## src/rtl/video_scanlines_pkg.sv

```systemverilog
// Shared constants for the CRT scanline stage. Pipeline depth follows the
// optional VIDEO_SCANLINES_BLEND_EN horizontal-blend stage.
package video_scanlines_pkg;

  localparam logic [1:0] SL_OFF = 2'd0;
  localparam logic [1:0] SL_25  = 2'd1;
  localparam logic [1:0] SL_50  = 2'd2;
  localparam logic [1:0] SL_75  = 2'd3;

`ifdef VIDEO_SCANLINES_BLEND_EN
  localparam int unsigned PIPE_DEPTH = 3;
`else
  localparam int unsigned PIPE_DEPTH = 2;
`endif

  function automatic int unsigned chan_width(input int unsigned half_depth);
    return (half_depth != 0) ? 4 : 8;
  endfunction

endpackage

```

## src/rtl/video_scanlines_if.sv

```systemverilog
// Video stream bundle: syncs, blanks and one RGB pixel. The master drives it,
// the slave consumes it.
interface video_scanlines_if
  import video_scanlines_pkg::*;
#(
  parameter int unsigned DWIDTH = chan_width(0) - 1
) ();

  logic            hs;
  logic            vs;
  logic            hb;
  logic            vb;
  logic [DWIDTH:0] r;
  logic [DWIDTH:0] g;
  logic [DWIDTH:0] b;

  modport master (output hs, vs, hb, vb, r, g, b);
  modport slave  (input  hs, vs, hb, vb, r, g, b);

endinterface

```

## src/rtl/video_scanlines_dim.sv

```systemverilog
// Single-channel scanline darkening with blanking override; purely
// combinational.
module scanline_dim
  import video_scanlines_pkg::*;
#(
  parameter int unsigned DWIDTH = 7
) (
  input  logic [DWIDTH:0] in,
  input  logic [1:0]      mode,
  input  logic            dim_en,
  input  logic            blank,
  output logic [DWIDTH:0] out
);

  always_comb begin
    out = in;
    if (blank) begin
      out = '0;
    end else if (dim_en) begin
      case (mode)
        SL_25:   out = in - (in >> 2);
        SL_50:   out = in >> 1;
        SL_75:   out = in >> 2;
        default: out = in;
      endcase
    end
  end

endmodule

```

## src/rtl/video_scanlines.sv

```systemverilog
// Darkens every second scan-doubled line. Optional horizontal blend stage is
// enabled with VIDEO_SCANLINES_BLEND_EN (adds one enable of latency).
module video_scanlines
  import video_scanlines_pkg::*;
#(
  parameter int unsigned HALF_DEPTH = 0
) (
  input  logic       clk_sys,
  input  logic       reset_n,
  input  logic       ce_pix,
  input  logic [1:0] scanlines,
  video_scanlines_if.slave  vid_in,
  video_scanlines_if.master vid_out
);

  localparam int unsigned DWIDTH = chan_width(HALF_DEPTH) - 1;

  // Control bundles are packed as {hs, vs, hb, vb}.
  logic [3:0]      s0_ctl;
  logic [DWIDTH:0] s0_r, s0_g, s0_b;

`ifdef VIDEO_SCANLINES_BLEND_EN
  logic [DWIDTH:0] prev_r_q, prev_g_q, prev_b_q;
  logic [DWIDTH:0] s0_r_q, s0_g_q, s0_b_q;
  logic [3:0]      s0_ctl_q;

  function automatic logic [DWIDTH:0] blend_avg(input logic [DWIDTH:0] a,
                                                input logic [DWIDTH:0] b);
    logic [DWIDTH+1:0] sum;
    sum = {1'b0, a} + {1'b0, b};
    return sum[DWIDTH+1:1];
  endfunction

  always_ff @(posedge clk_sys) begin
    if (!reset_n) begin
      prev_r_q <= '0;
      prev_g_q <= '0;
      prev_b_q <= '0;
      s0_r_q   <= '0;
      s0_g_q   <= '0;
      s0_b_q   <= '0;
      s0_ctl_q <= '0;
    end else if (ce_pix) begin
      // Blanked pixels leave black behind so a line's first pixel blends with 0.
      prev_r_q <= vid_in.hb ? '0 : vid_in.r;
      prev_g_q <= vid_in.hb ? '0 : vid_in.g;
      prev_b_q <= vid_in.hb ? '0 : vid_in.b;
      s0_r_q   <= blend_avg(vid_in.r, prev_r_q);
      s0_g_q   <= blend_avg(vid_in.g, prev_g_q);
      s0_b_q   <= blend_avg(vid_in.b, prev_b_q);
      s0_ctl_q <= {vid_in.hs, vid_in.vs, vid_in.hb, vid_in.vb};
    end
  end

  assign s0_ctl = s0_ctl_q;
  assign s0_r   = s0_r_q;
  assign s0_g   = s0_g_q;
  assign s0_b   = s0_b_q;
`else
  assign s0_ctl = {vid_in.hs, vid_in.vs, vid_in.hb, vid_in.vb};
  assign s0_r   = vid_in.r;
  assign s0_g   = vid_in.g;
  assign s0_b   = vid_in.b;
`endif

  logic       hs_q, vs_q;
  logic       odd_q, odd_d;
  logic [1:0] mode_q, mode_d;
  logic       line_start, frame_start;

  assign line_start  = hs_q & ~s0_ctl[3];
  assign frame_start = ~vs_q & s0_ctl[2];

  // Frame start overrides a coincident line start.
  always_comb begin
    odd_d  = odd_q;
    mode_d = mode_q;
    if (frame_start) begin
      odd_d  = 1'b0;
      mode_d = scanlines;
    end else if (line_start) begin
      odd_d = ~odd_q;
    end
  end

  logic [DWIDTH:0] s1_r_q, s1_g_q, s1_b_q;
  logic [3:0]      s1_ctl_q;
  logic            s1_odd_q;
  logic [1:0]      s1_mode_q;

  always_ff @(posedge clk_sys) begin
    if (!reset_n) begin
      hs_q      <= 1'b0;
      vs_q      <= 1'b0;
      odd_q     <= 1'b0;
      mode_q    <= SL_OFF;
      s1_r_q    <= '0;
      s1_g_q    <= '0;
      s1_b_q    <= '0;
      s1_ctl_q  <= '0;
      s1_odd_q  <= 1'b0;
      s1_mode_q <= SL_OFF;
    end else if (ce_pix) begin
      hs_q      <= s0_ctl[3];
      vs_q      <= s0_ctl[2];
      odd_q     <= odd_d;
      mode_q    <= mode_d;
      s1_r_q    <= s0_r;
      s1_g_q    <= s0_g;
      s1_b_q    <= s0_b;
      s1_ctl_q  <= s0_ctl;
      // Post-update parity: the pixel at the hsync fall already belongs to the new line.
      s1_odd_q  <= odd_d;
      s1_mode_q <= mode_d;
    end
  end

  logic            dim_en, blank;
  logic [DWIDTH:0] dim_r, dim_g, dim_b;

  assign dim_en = s1_odd_q & (s1_mode_q != SL_OFF);
  assign blank  = s1_ctl_q[1] | s1_ctl_q[0];

  scanline_dim #(.DWIDTH(DWIDTH)) u_dim_r (
    .in     (s1_r_q),
    .mode   (s1_mode_q),
    .dim_en (dim_en),
    .blank  (blank),
    .out    (dim_r)
  );

  scanline_dim #(.DWIDTH(DWIDTH)) u_dim_g (
    .in     (s1_g_q),
    .mode   (s1_mode_q),
    .dim_en (dim_en),
    .blank  (blank),
    .out    (dim_g)
  );

  scanline_dim #(.DWIDTH(DWIDTH)) u_dim_b (
    .in     (s1_b_q),
    .mode   (s1_mode_q),
    .dim_en (dim_en),
    .blank  (blank),
    .out    (dim_b)
  );

  logic [DWIDTH:0] out_r_q, out_g_q, out_b_q;
  logic [3:0]      out_ctl_q;

  always_ff @(posedge clk_sys) begin
    if (!reset_n) begin
      out_r_q   <= '0;
      out_g_q   <= '0;
      out_b_q   <= '0;
      out_ctl_q <= '0;
    end else if (ce_pix) begin
      out_r_q   <= dim_r;
      out_g_q   <= dim_g;
      out_b_q   <= dim_b;
      out_ctl_q <= s1_ctl_q;
    end
  end

  assign vid_out.hs = out_ctl_q[3];
  assign vid_out.vs = out_ctl_q[2];
  assign vid_out.hb = out_ctl_q[1];
  assign vid_out.vb = out_ctl_q[0];
  assign vid_out.r  = out_r_q;
  assign vid_out.g  = out_g_q;
  assign vid_out.b  = out_b_q;

endmodule

```

## src/flat_wrapper.sv

```systemverilog
// flat-port wrapper written by rule: the top's interface ports become plain ports
module video_scanlines_flat import video_scanlines_pkg::*;
#(
  parameter int unsigned HALF_DEPTH = 0
)
  (clk_sys, reset_n, ce_pix, scanlines, vid_in_hs, vid_in_vs, vid_in_hb, vid_in_vb, vid_in_r, vid_in_g, vid_in_b, vid_out_hs, vid_out_vs, vid_out_hb, vid_out_vb, vid_out_r, vid_out_g, vid_out_b);
  video_scanlines_if #(.DWIDTH(7)) vid_in_i ();
  video_scanlines_if #(.DWIDTH(7)) vid_out_i ();
  input  logic clk_sys;
  input  logic reset_n;
  input  logic ce_pix;
  input  logic [1:0] scanlines;
  input wire logic [$bits(vid_in_i.hs)-1:0] vid_in_hs;
  input wire logic [$bits(vid_in_i.vs)-1:0] vid_in_vs;
  input wire logic [$bits(vid_in_i.hb)-1:0] vid_in_hb;
  input wire logic [$bits(vid_in_i.vb)-1:0] vid_in_vb;
  input wire logic [$bits(vid_in_i.r)-1:0] vid_in_r;
  input wire logic [$bits(vid_in_i.g)-1:0] vid_in_g;
  input wire logic [$bits(vid_in_i.b)-1:0] vid_in_b;
  output wire logic [$bits(vid_out_i.hs)-1:0] vid_out_hs;
  output wire logic [$bits(vid_out_i.vs)-1:0] vid_out_vs;
  output wire logic [$bits(vid_out_i.hb)-1:0] vid_out_hb;
  output wire logic [$bits(vid_out_i.vb)-1:0] vid_out_vb;
  output wire logic [$bits(vid_out_i.r)-1:0] vid_out_r;
  output wire logic [$bits(vid_out_i.g)-1:0] vid_out_g;
  output wire logic [$bits(vid_out_i.b)-1:0] vid_out_b;
  assign vid_in_i.hs = vid_in_hs;
  assign vid_in_i.vs = vid_in_vs;
  assign vid_in_i.hb = vid_in_hb;
  assign vid_in_i.vb = vid_in_vb;
  assign vid_in_i.r = vid_in_r;
  assign vid_in_i.g = vid_in_g;
  assign vid_in_i.b = vid_in_b;
  assign vid_out_hs = vid_out_i.hs;
  assign vid_out_vs = vid_out_i.vs;
  assign vid_out_hb = vid_out_i.hb;
  assign vid_out_vb = vid_out_i.vb;
  assign vid_out_r = vid_out_i.r;
  assign vid_out_g = vid_out_i.g;
  assign vid_out_b = vid_out_i.b;
  video_scanlines #(.HALF_DEPTH(HALF_DEPTH)) u_core (.clk_sys(clk_sys), .reset_n(reset_n), .ce_pix(ce_pix), .scanlines(scanlines), .vid_in(vid_in_i), .vid_out(vid_out_i));
endmodule
```

## config.mk

```make
export PLATFORM = sky130hd
export DESIGN_NAME = video_scanlines_flat
export DESIGN_NICKNAME = d
export VERILOG_FILES = /design/src/rtl/video_scanlines_pkg.sv /design/src/rtl/video_scanlines_if.sv /design/src/rtl/video_scanlines_dim.sv /design/src/rtl/video_scanlines.sv /design/src/flat_wrapper.sv
export SDC_FILE = /design/constraint.sdc
export NUM_CORES = 1
export LEC_CHECK = 0
export BUFFER_PORTS_ARGS = -buffer_cell sky130_fd_sc_hd__buf_2
export CORE_ASPECT_RATIO = 0.9
export CORE_MARGIN = 4
export CORE_UTILIZATION = 51
export CTS_CLUSTER_DIAMETER = 80
export DETAILED_ROUTE_END_ITERATION = 7
export GPL_TIMING_DRIVEN = 0
export PLACE_DENSITY = 0.74
export SLEW_MARGIN = 20
export SYNTH_ARGS = -nofsm -noshare
export SYNTH_HDL_FRONTEND = slang
export SYNTH_SLANG_ARGS = --single-unit
```

## constraint.sdc

```tcl
create_clock -name clk_sys -period 1.8 [get_ports clk_sys]
set_input_delay 0.09 -clock clk_sys [delete_from_list [all_inputs] [get_ports clk_sys]]
set_output_delay 0.09 -clock clk_sys [all_outputs]
set_load 0.05 [all_outputs]
```

==> results of run 1 <==
## timing repair
action / in CTS / in global routing
setup endpoints to repair: 14 / 18
pin swaps: 28 / 22
hold buffers: 11 / 0
hold endpoints to repair: 11 / 0
setup buffers: 11 / 6
gates resized for setup: 47 / 40
## metrics by stage
step / total power, mW / util [%] / instances / hold slack [ns]
floorplan: 1.997 / - / 432 / 0.2595
global placement: 2.164 / 58.48 / 584 / 0.3439
detailed placement: 2.190 / 58.48 / 584 / 0.3546
CTS: 3.550 / 65.84 / 622 / 0.001497
global route: 3.784 / 68.17 / 628 / 0.01845
finish: 3.629 / 68.17 / 628 / -0.0006962
## sequential cells by signal (all words and copies together) (netlist names)
name and flops:
u_core.hs_q 1, u_core.odd_q 1, u_core.out_ctl_q 4, u_core.s1_b_q 8, u_core.s1_ctl_q 3, u_core.s1_g_q 8
u_core.s1_mode_q 2, u_core.s1_r_q 8, u_core.vid_out.b 8, u_core.vid_out.g 8, u_core.vid_out.r 8
## logic make-up after synthesis
family	after synthesis
xor+xnor	7
flops	59
simple gates	121
fa+ha+maj	21
buf+inv	50
mux	44
compound gates	130
## power groups by stage
stage	clock (mW)	combinational [mW]	sequential [mW]
floorplan	0	0.490	1.51
global placement	0	0.707	1.46
detailed placement	0	0.731	1.46
CTS	1.31	0.812	1.43
global route	1.37	0.968	1.44
finish	1.30	0.894	1.43
## routing by layer
| metal | share of wire [%] | routed length, um |
|---|---|---|
| met2 | 45 | 4942 |
| met4 | 3.0 | 323 |
| met3 | 7.9 | 868 |
| met1 | 44 | 4811 |
| met5 | 0 | 0 |
## critical path: stages, from the launching register on
cell and delay, ns:
dfxtp_2 0.33, inv_2 0.06, ha_4 0.13, inv_2 0.03, fa_2 0.37, a211oi_2 0.24, nor2_1 0.08, o311a_1 0.39
o21ai_1 0.14
## worst paths after layout
path / cells after the start / endpoint / slack (ns)
setup / recovery: 8 / u_core.vid_out.b[4] / -0.04
hold reg to reg: 2 / u_core.vid_out.g[7] / 0.44
setup reg to reg: 8 / u_core.vid_out.b[4] / -0.04
hold / removal: 3 / u_core.s1_b_q[5] / -0.0007
## cells in the mapped netlist (4+ instances only)
library cell / number
a211oi_1: 9
a21boi_0: 5
a21oi_1: 20
a31oi_1: 4
buf_1: 5
buf_2: 8
clkbuf_1: 10
dfxtp_1: 59
ha_1: 18
inv_1: 24
mux2i_1: 44
nand2_1: 25
nand2b_1: 7
nor2_1: 19
nor2b_1: 50
o21a_1: 13
o21ai_0: 38
o221ai_1: 5
o22ai_1: 4
xnor2_1: 4
## area by class of cell
| class | instances | area share [%] |
|---|---|---|
| Sequential cell | 59 | 25.55 |
| Clock inverter | 5 | 1.278 |
| Inverter | 24 | 1.930 |
| Multi-Input combinational cell | 323 | 51.89 |
| Clock buffer | 11 | 3.155 |
| Timing Repair Buffer | 87 | 11.26 |
| Buffer | 26 | 2.503 |
| Tap cell | 93 | 2.425 |
==> impl_results.md, run 1 <==
* Violated checks: negative hold slack, negative setup slack
* Leak at between 2 and 2.5 nW
* First-pass GRT wire length at 17.48 mm
* Largest family of logic cells by synthesized area: compound AO/OA/AOI/OAI gates
* Cts bufs inserted at 9
* Area of the die at just under 0.009 mm^2
* Grt met1 use at about a third
* Sequential Area at approximately 0.0012 mm^2
* Synth cell types at 48
* Antenna Cells at 0
* HP Class: input port to flop
* CP required at approximately 2.1 ns
* CP Class: flop to flop
* Pwr dens at about 760 mW/mm^2
* Mapped Nets at between 400 and 500
* Busiest grt layer: met2
* Rel. slew slack at 56.73%
* Synth Area in XOR/XNOR at 1.665%
* Detailed Place HPWL at between 7 and 8 mm
* Die height at 88.61 um
* Pre-CTS setup slack at -0.2545 ns
* Clock slew at reported path FFs at 0.07 ns
* Io pins at 61
* Post-synthesis compound-gate area fraction at 23.00%
* Final min period at about 1.8 ns
* Worst hold margin at -0.0006962 ns
* Critical path launch point: u_core.s1_b_q[0]
* Int Power at ~2.5 mW
* Root Buffer: clkbuf_8
* Top cell type's share of synthesized area at 32.08%
* Final Cycle Share at 102.3%
* Synth-to-Final Area Change at 30.31%
* Fillers at a little over 600
* Clock Latency Late Sink at ~0.36 ns
* Clock share of power at 35.8%
* Detailed-route wire length per cell at around 17 um
* Multi-input logic area at ~0.0025 mm^2
* Antenna Nets Post-Route at 0
* CTS H-tree depth at 3
* Commonest non-fill, non-tap cell in the layout: buf_2
* Initial antenna violation count at 0
* Via density at ~5.8
* Area leader, netlist: dfxtp_1
* Count of clock tree sinks at a little under 60
* Die width at slightly below 100 um
* CTS tree: done
* Critical-path maximum fanout at 3
* Final setup skew at between 0.01 and 0.015 ns
* PortBufs at roughly 60
* Worst Min Path Start: vid_in_b[5]
* Vias in the first global route at about 3,600
* Sequential share of power at 39.5%
* Worst endpoint data arrival time at 2.13 ns
* Hold Vio Cnt, Final at 1
* CP Capture Type: flop
* Area contributors post-synth: dfxtp_1, mux2i_1, nor2b_1
* Drt total wl at approximately 11 mm
* Yosys warns at 0
* Max Transition Viols Final at 0
* RSZ-0062 raised after global routing: yes
* Status: finished with violations
* Mux share of post-synthesis cell area at a little under an eighth
* Synth Flop Type: dfxtp_1
* Setup_tns at -0.1490 ns
* EDFF count, synth at 0
* Final setup viols at 7
* Adder-cell share of the synthesized area at under 10%
* Maximum vdd drop at approximately 0.38 mV
* Total grt overflow at 0
* Core footprint at 0.007039 mm^2
* Fin area at about 0.0048 mm^2
* Worst r2r src: u_core.s1_b_q[0]
* Fin nets at 584
* RD Place Congestion at 0.9635
* Total vias in the final route at around 3,600
* All-Layer GR Usage at roughly a quarter
* Yosys reg bits at 59
* Mapped Area at around 0.0037 mm^2
* TritonRoute pass-1 iters at 5
* Part of the power in combinational logic at 24.6%
* Met2 Resource Use GR at a little over two fifths
* Post-synthesis simple-gate area fraction at between 10% and 20%
* Total placed instance area at 0.004116 mm^2
* Fmax at ~540 MHz
* Rows at 29
* Detailed Route Iter0 Violations at between 200 and 300
* Met3 Usage GRT at just over 6%
* Net load switching power at approximately 1.1 mW
* Final WS setup at -0.04171 ns
* Total of max-cap violations at 0
* Layout cells sized above 1 at between 30% and 40%
* Switching part of the total at a little under a third
* CP startpoint kind: flop
* Sequential element share of the synthesized area at about a third
* Synthesized area per cell at between 8 and 9 um^2
* Most frequent cells in the layout: buf_2, nor2b_1, mux2i_1, dfxtp_1, o21ai_0
* Initial core utilization at approximately 52%
* Async SR Flop Fraction at 0%
* DR DRC count at 0
* Clock Path Buffers at 2
* Largest net degree at the start of global routing at 12
* Worst Tran Pin Value at about 0.65 ns
* Cells after synthesis at between 400 and 500
Note: power is estimated with default switching activity, not from simulation.
==> run 2, diff against run 1 <==
--- a/config.mk
+++ b/config.mk
@@ -5,6 +5,7 @@
 export SDC_FILE = /design/constraint.sdc
 export NUM_CORES = 1
 export LEC_CHECK = 0
+export ABC_AREA = 1
 export BUFFER_PORTS_ARGS = -buffer_cell sky130_fd_sc_hd__buf_2
 export CORE_ASPECT_RATIO = 0.9
 export CORE_MARGIN = 4
@@ -12,7 +13,7 @@
 export CTS_CLUSTER_DIAMETER = 80
 export DETAILED_ROUTE_END_ITERATION = 7
 export GPL_TIMING_DRIVEN = 0
-export PLACE_DENSITY = 0.74
+export PLACE_DENSITY = 0.75
 export SLEW_MARGIN = 20
 export SYNTH_ARGS = -nofsm -noshare
 export SYNTH_HDL_FRONTEND = slang
==> impl_results.md, run 2 <==
* Fillers at 610 (-0.97%)
* Synthesized area per cell at 6.740 um^2 (-21%)
* Leak at 1.972 nW (-1.7%)
* Total vias in the final route at 3,901 (+7.4%)
* Fmax at 565.6 MHz (+4.2%)
* Cells after synthesis at 514 (+19%)
* Synth cell types at 30 (-38%)
* CP required at 2.01 ns (-0.08 ns)
* TritonRoute pass-1 iters at 5 (unchanged)
* CTS tree: done
* Worst Tran Pin Value at 0.6056 ns (-0.04335 ns)
* Sequential share of power at 40.5% (+1.0 points)
* Non-filler instance count after layout at 697 (+11%)
* Rows at 28 (-3.4%)
* Hold Vio Cnt, Final at 0 (-1)
* Total of max-cap violations at 0 (unchanged)
* Antenna Nets Post-Route at 0 (unchanged)
* Final min period at 1.768 ns (-0.07355 ns)
* Commonest non-fill, non-tap cell in the layout: nand2_1
* Maximum vdd drop at 0.5121 mV (+34%)
* CP Capture Type: flop
* Vias in the first global route at 3,753 (+5.2%)
* HP Class: input port to flop
* CP cell instances: ha_4 > inv_4 > fa_2 > or2_2 > nand3_1 > o2111ai_2 > o211ai_1 > a21oi_1
* Post-synthesis compound-gate area fraction at 21.60% (-1.4 points)
* Synth Area in XOR/XNOR at 0% (-1.7 points)
* Core footprint at 0.006586 mm^2 (-6.4%)
* Most common cell in the netlist: nand2_1
* Fin area at 0.004415 mm^2 (-8.0%)
* Dpl cells at 663 (+14%)
* Crit-path slowest cell: dfxtp_4
* DR DRC count at 0 (unchanged)
* Net load switching power at 1.303 mW (+14%)
* Synth-to-Final Area Change at 27.45%
* Total grt overflow at 0 (unchanged)
* Clock Path Buffers at 2 (unchanged)
* CP startpoint kind: flop
* Detailed Place HPWL at 7.857 mm (+6.4%)
* Die height at 86.19 um (-2.7%)
* Detailed-route wire length per cell at 16.15 um (-7.4%)
* Area of the die at 0.008178 mm^2 (-5.4%)
* Most frequent cells in the layout: nand2_1, a21oi_1, buf_2, o21ai_0, dfxtp_1
* Clock slew at reported path FFs at 0.08 ns (about the same)
* Die width at 94.88 um (-2.8%)
* Io pins at 61 (unchanged)
* Antenna Cells at 0 (unchanged)
* Area contributors post-synth: dfxtp_1, nand2_1, a21oi_1
* RD Place Congestion at 0.9320 (-3.3%)
* Status: completed
* Fin nets at 656 (+12%)
* Part of the power in combinational logic at 27.1% (+2.5 points)
* Rel. slew slack at 59.62% (+2.9 points)
* Worst hold margin at 0.02575 ns (+0.02645 ns)
* Total placed instance area at 0.003872 mm^2 (-5.9%)
* Largest family of logic cells by synthesized area: simple AND/OR/NAND/NOR gates
* Area leader, netlist: dfxtp_1
* Mux share of post-synthesis cell area at 0% (-12 points)
* Final Cycle Share at 98.23% (-4.1 points)
* Final setup skew at 0.008934 ns (-0.004545 ns)
* PortBufs at 59 (unchanged)
* Initial antenna violation count at 0 (unchanged)
* Count of clock tree sinks at 59 (unchanged)
* CTS H-tree depth at 3 (unchanged)
* Adder-cell share of the synthesized area at 8.234% (+0.49 points)
* Critical-path maximum fanout at 4 (+1)
* Total power at 3.593 mW (-0.97%)
* Pwr dens at 813.8 mW/mm^2 (+7.6%)
* Final setup viols at 0 (-7)
* First-pass GRT wire length at 18.06 mm (+3.3%)
* Pre-CTS setup slack at -0.2209 ns (+0.03359 ns)
* Int Power at 2.290 mW (-7.7%)
* Cts bufs inserted at 9 (unchanged)
* Detailed Route Iter0 Violations at 383 (+51%)
* Largest net degree at the start of global routing at 13 (+1)
* Via density at 5.597 (-3.2%)
* Top cell type's share of synthesized area at 34.09% (+2.0 points)
* Drt total wl at 11.25 mm (+2.8%)
* Post-synthesis simple-gate area fraction at 26.98% (+9.0 points)
* Max Transition Viols Final at 0 (unchanged)
* RSZ-0062 raised after global routing: yes
* Mapped Area at 0.003465 mm^2 (-5.9%)
* Switching part of the total at 36.27% (+4.7 points)
* Layout cells sized above 1 at 24.71% (-6.7 points)
* Initial core utilization at 52.60% (+0.29 points)
* CP max stage delay at 0.39 ns (about the same)
* Yosys warns at 0 (unchanged)
* Sequential element share of the synthesized area at 34.09% (+2.0 points)
* Setup_tns at 0 ns (+0.1490 ns)
* Worst endpoint data arrival time at 1.98 ns (-0.15 ns)
* EDFF count, synth at 0 (unchanged)
* CP Class: flop to flop
* Final WS setup at 0.03184 ns (+0.07355 ns)
* Mapped Nets at 568 (+17%)
* Root Buffer: clkbuf_8
* Synth Flop Type: dfxtp_1
* Async SR Flop Fraction at 0% (unchanged)
* Most frequent cells after synthesis: nand2_1, a21oi_1, dfxtp_1
* Yosys reg bits at 59 (unchanged)
* Clock share of power at 32.4% (-3.4 points)
* All-Layer GR Usage at 28.45% (+3.0 points)
* Clock Latency Late Sink at 0.35 ns (about the same)
* Core Util, Final at 67.04% (-1.1 points)
-- run 2: cell types whose count changed in the layout (fill, tap and decap cells not counted), moves of 10 or more --
cell and delta:
nand3_1 +32, nor2_1 +13, o21ai_1 -10, o21ai_0 +24, o21a_1 -13, a21oi_1 +45, nor2b_1 -48, inv_1 +27
nand2_1 +103, mux2i_1 -44
-- run 2: final timing paths --
kind                            depth (start not counted)                 from                  end  slack, ns
worst max register to register                          8     u_core.s1_g_q[2]  u_core.vid_out.g[2]       0.03
worst max-delay path                                    8     u_core.s1_g_q[2]  u_core.vid_out.g[2]       0.03
worst min-delay path                                    3          vid_in_r[4]     u_core.s1_r_q[4]       0.03
worst min register to register                          2  u_core.vid_out.b[2]  u_core.vid_out.b[2]       0.46
-- run 2: final cells by class --
class	instances	area (um^2)	share of cell area, %
multi-input cells	378	2138	48.43
flip-flops and latches	59	1207	27.34
repair buffers	77	452.9	10.26
inverters	56	212.7	4.817
clock buffers	10	137.6	3.117
well taps	90	112.6	2.550
plain buffers	21	105.1	2.380
clock inverters	6	48.80	1.105
-- run 2: per-layer routing --
layer  vias to the layer above  wire length [um]  GRT usage (%)  part of all wire, %
met5                         -                 0              0                    0
met4                         0               292          9.043                  2.6
met3                        31               979          6.424                  8.7
met2                       195              5138          46.54                   46
met1                      1772              4844          37.24                   43
li1                       1903                 -              -                    -
-- run 2: critical path: cells and delay by family (launching register included) --
kind,cells,cell delay (ns)
AOI/OAI and AO/OA,3,0.30
buffers and inverters,1,0.03
adders and majority gates,2,0.52
DFF,1,0.39
and+or+nand+nor,2,0.39
-- run 2: power by group through the flow --
stage          Combinational (mW)  Clock, mW  Sequential (mW)
2_1_floorplan               0.524          0             1.56
3_3_place_gp                0.822          0             1.47
3_5_place_dp                0.837          0             1.48
4_1_cts                     0.884       1.17             1.44
5_1_grt                      1.08       1.25             1.46
6_report                    0.973       1.17             1.45
-- run 2: timing repair --
item	4_1_cts	5_1_grt
setup endpoints to repair	8	16
buffers inserted	6	3
resized for setup	20	41
hold buffers	9	0
hold endpoints to repair	9	0
pin swaps	7	12
-- run 2: cell families (layout without fill, tap and decap cells) --
family	after synthesis	in the layout
buffers and inverters	77	170
DFF	59	59
and+or+nand+nor	220	220
AOI/OAI and AO/OA	137	137
adders and majority gates	21	21
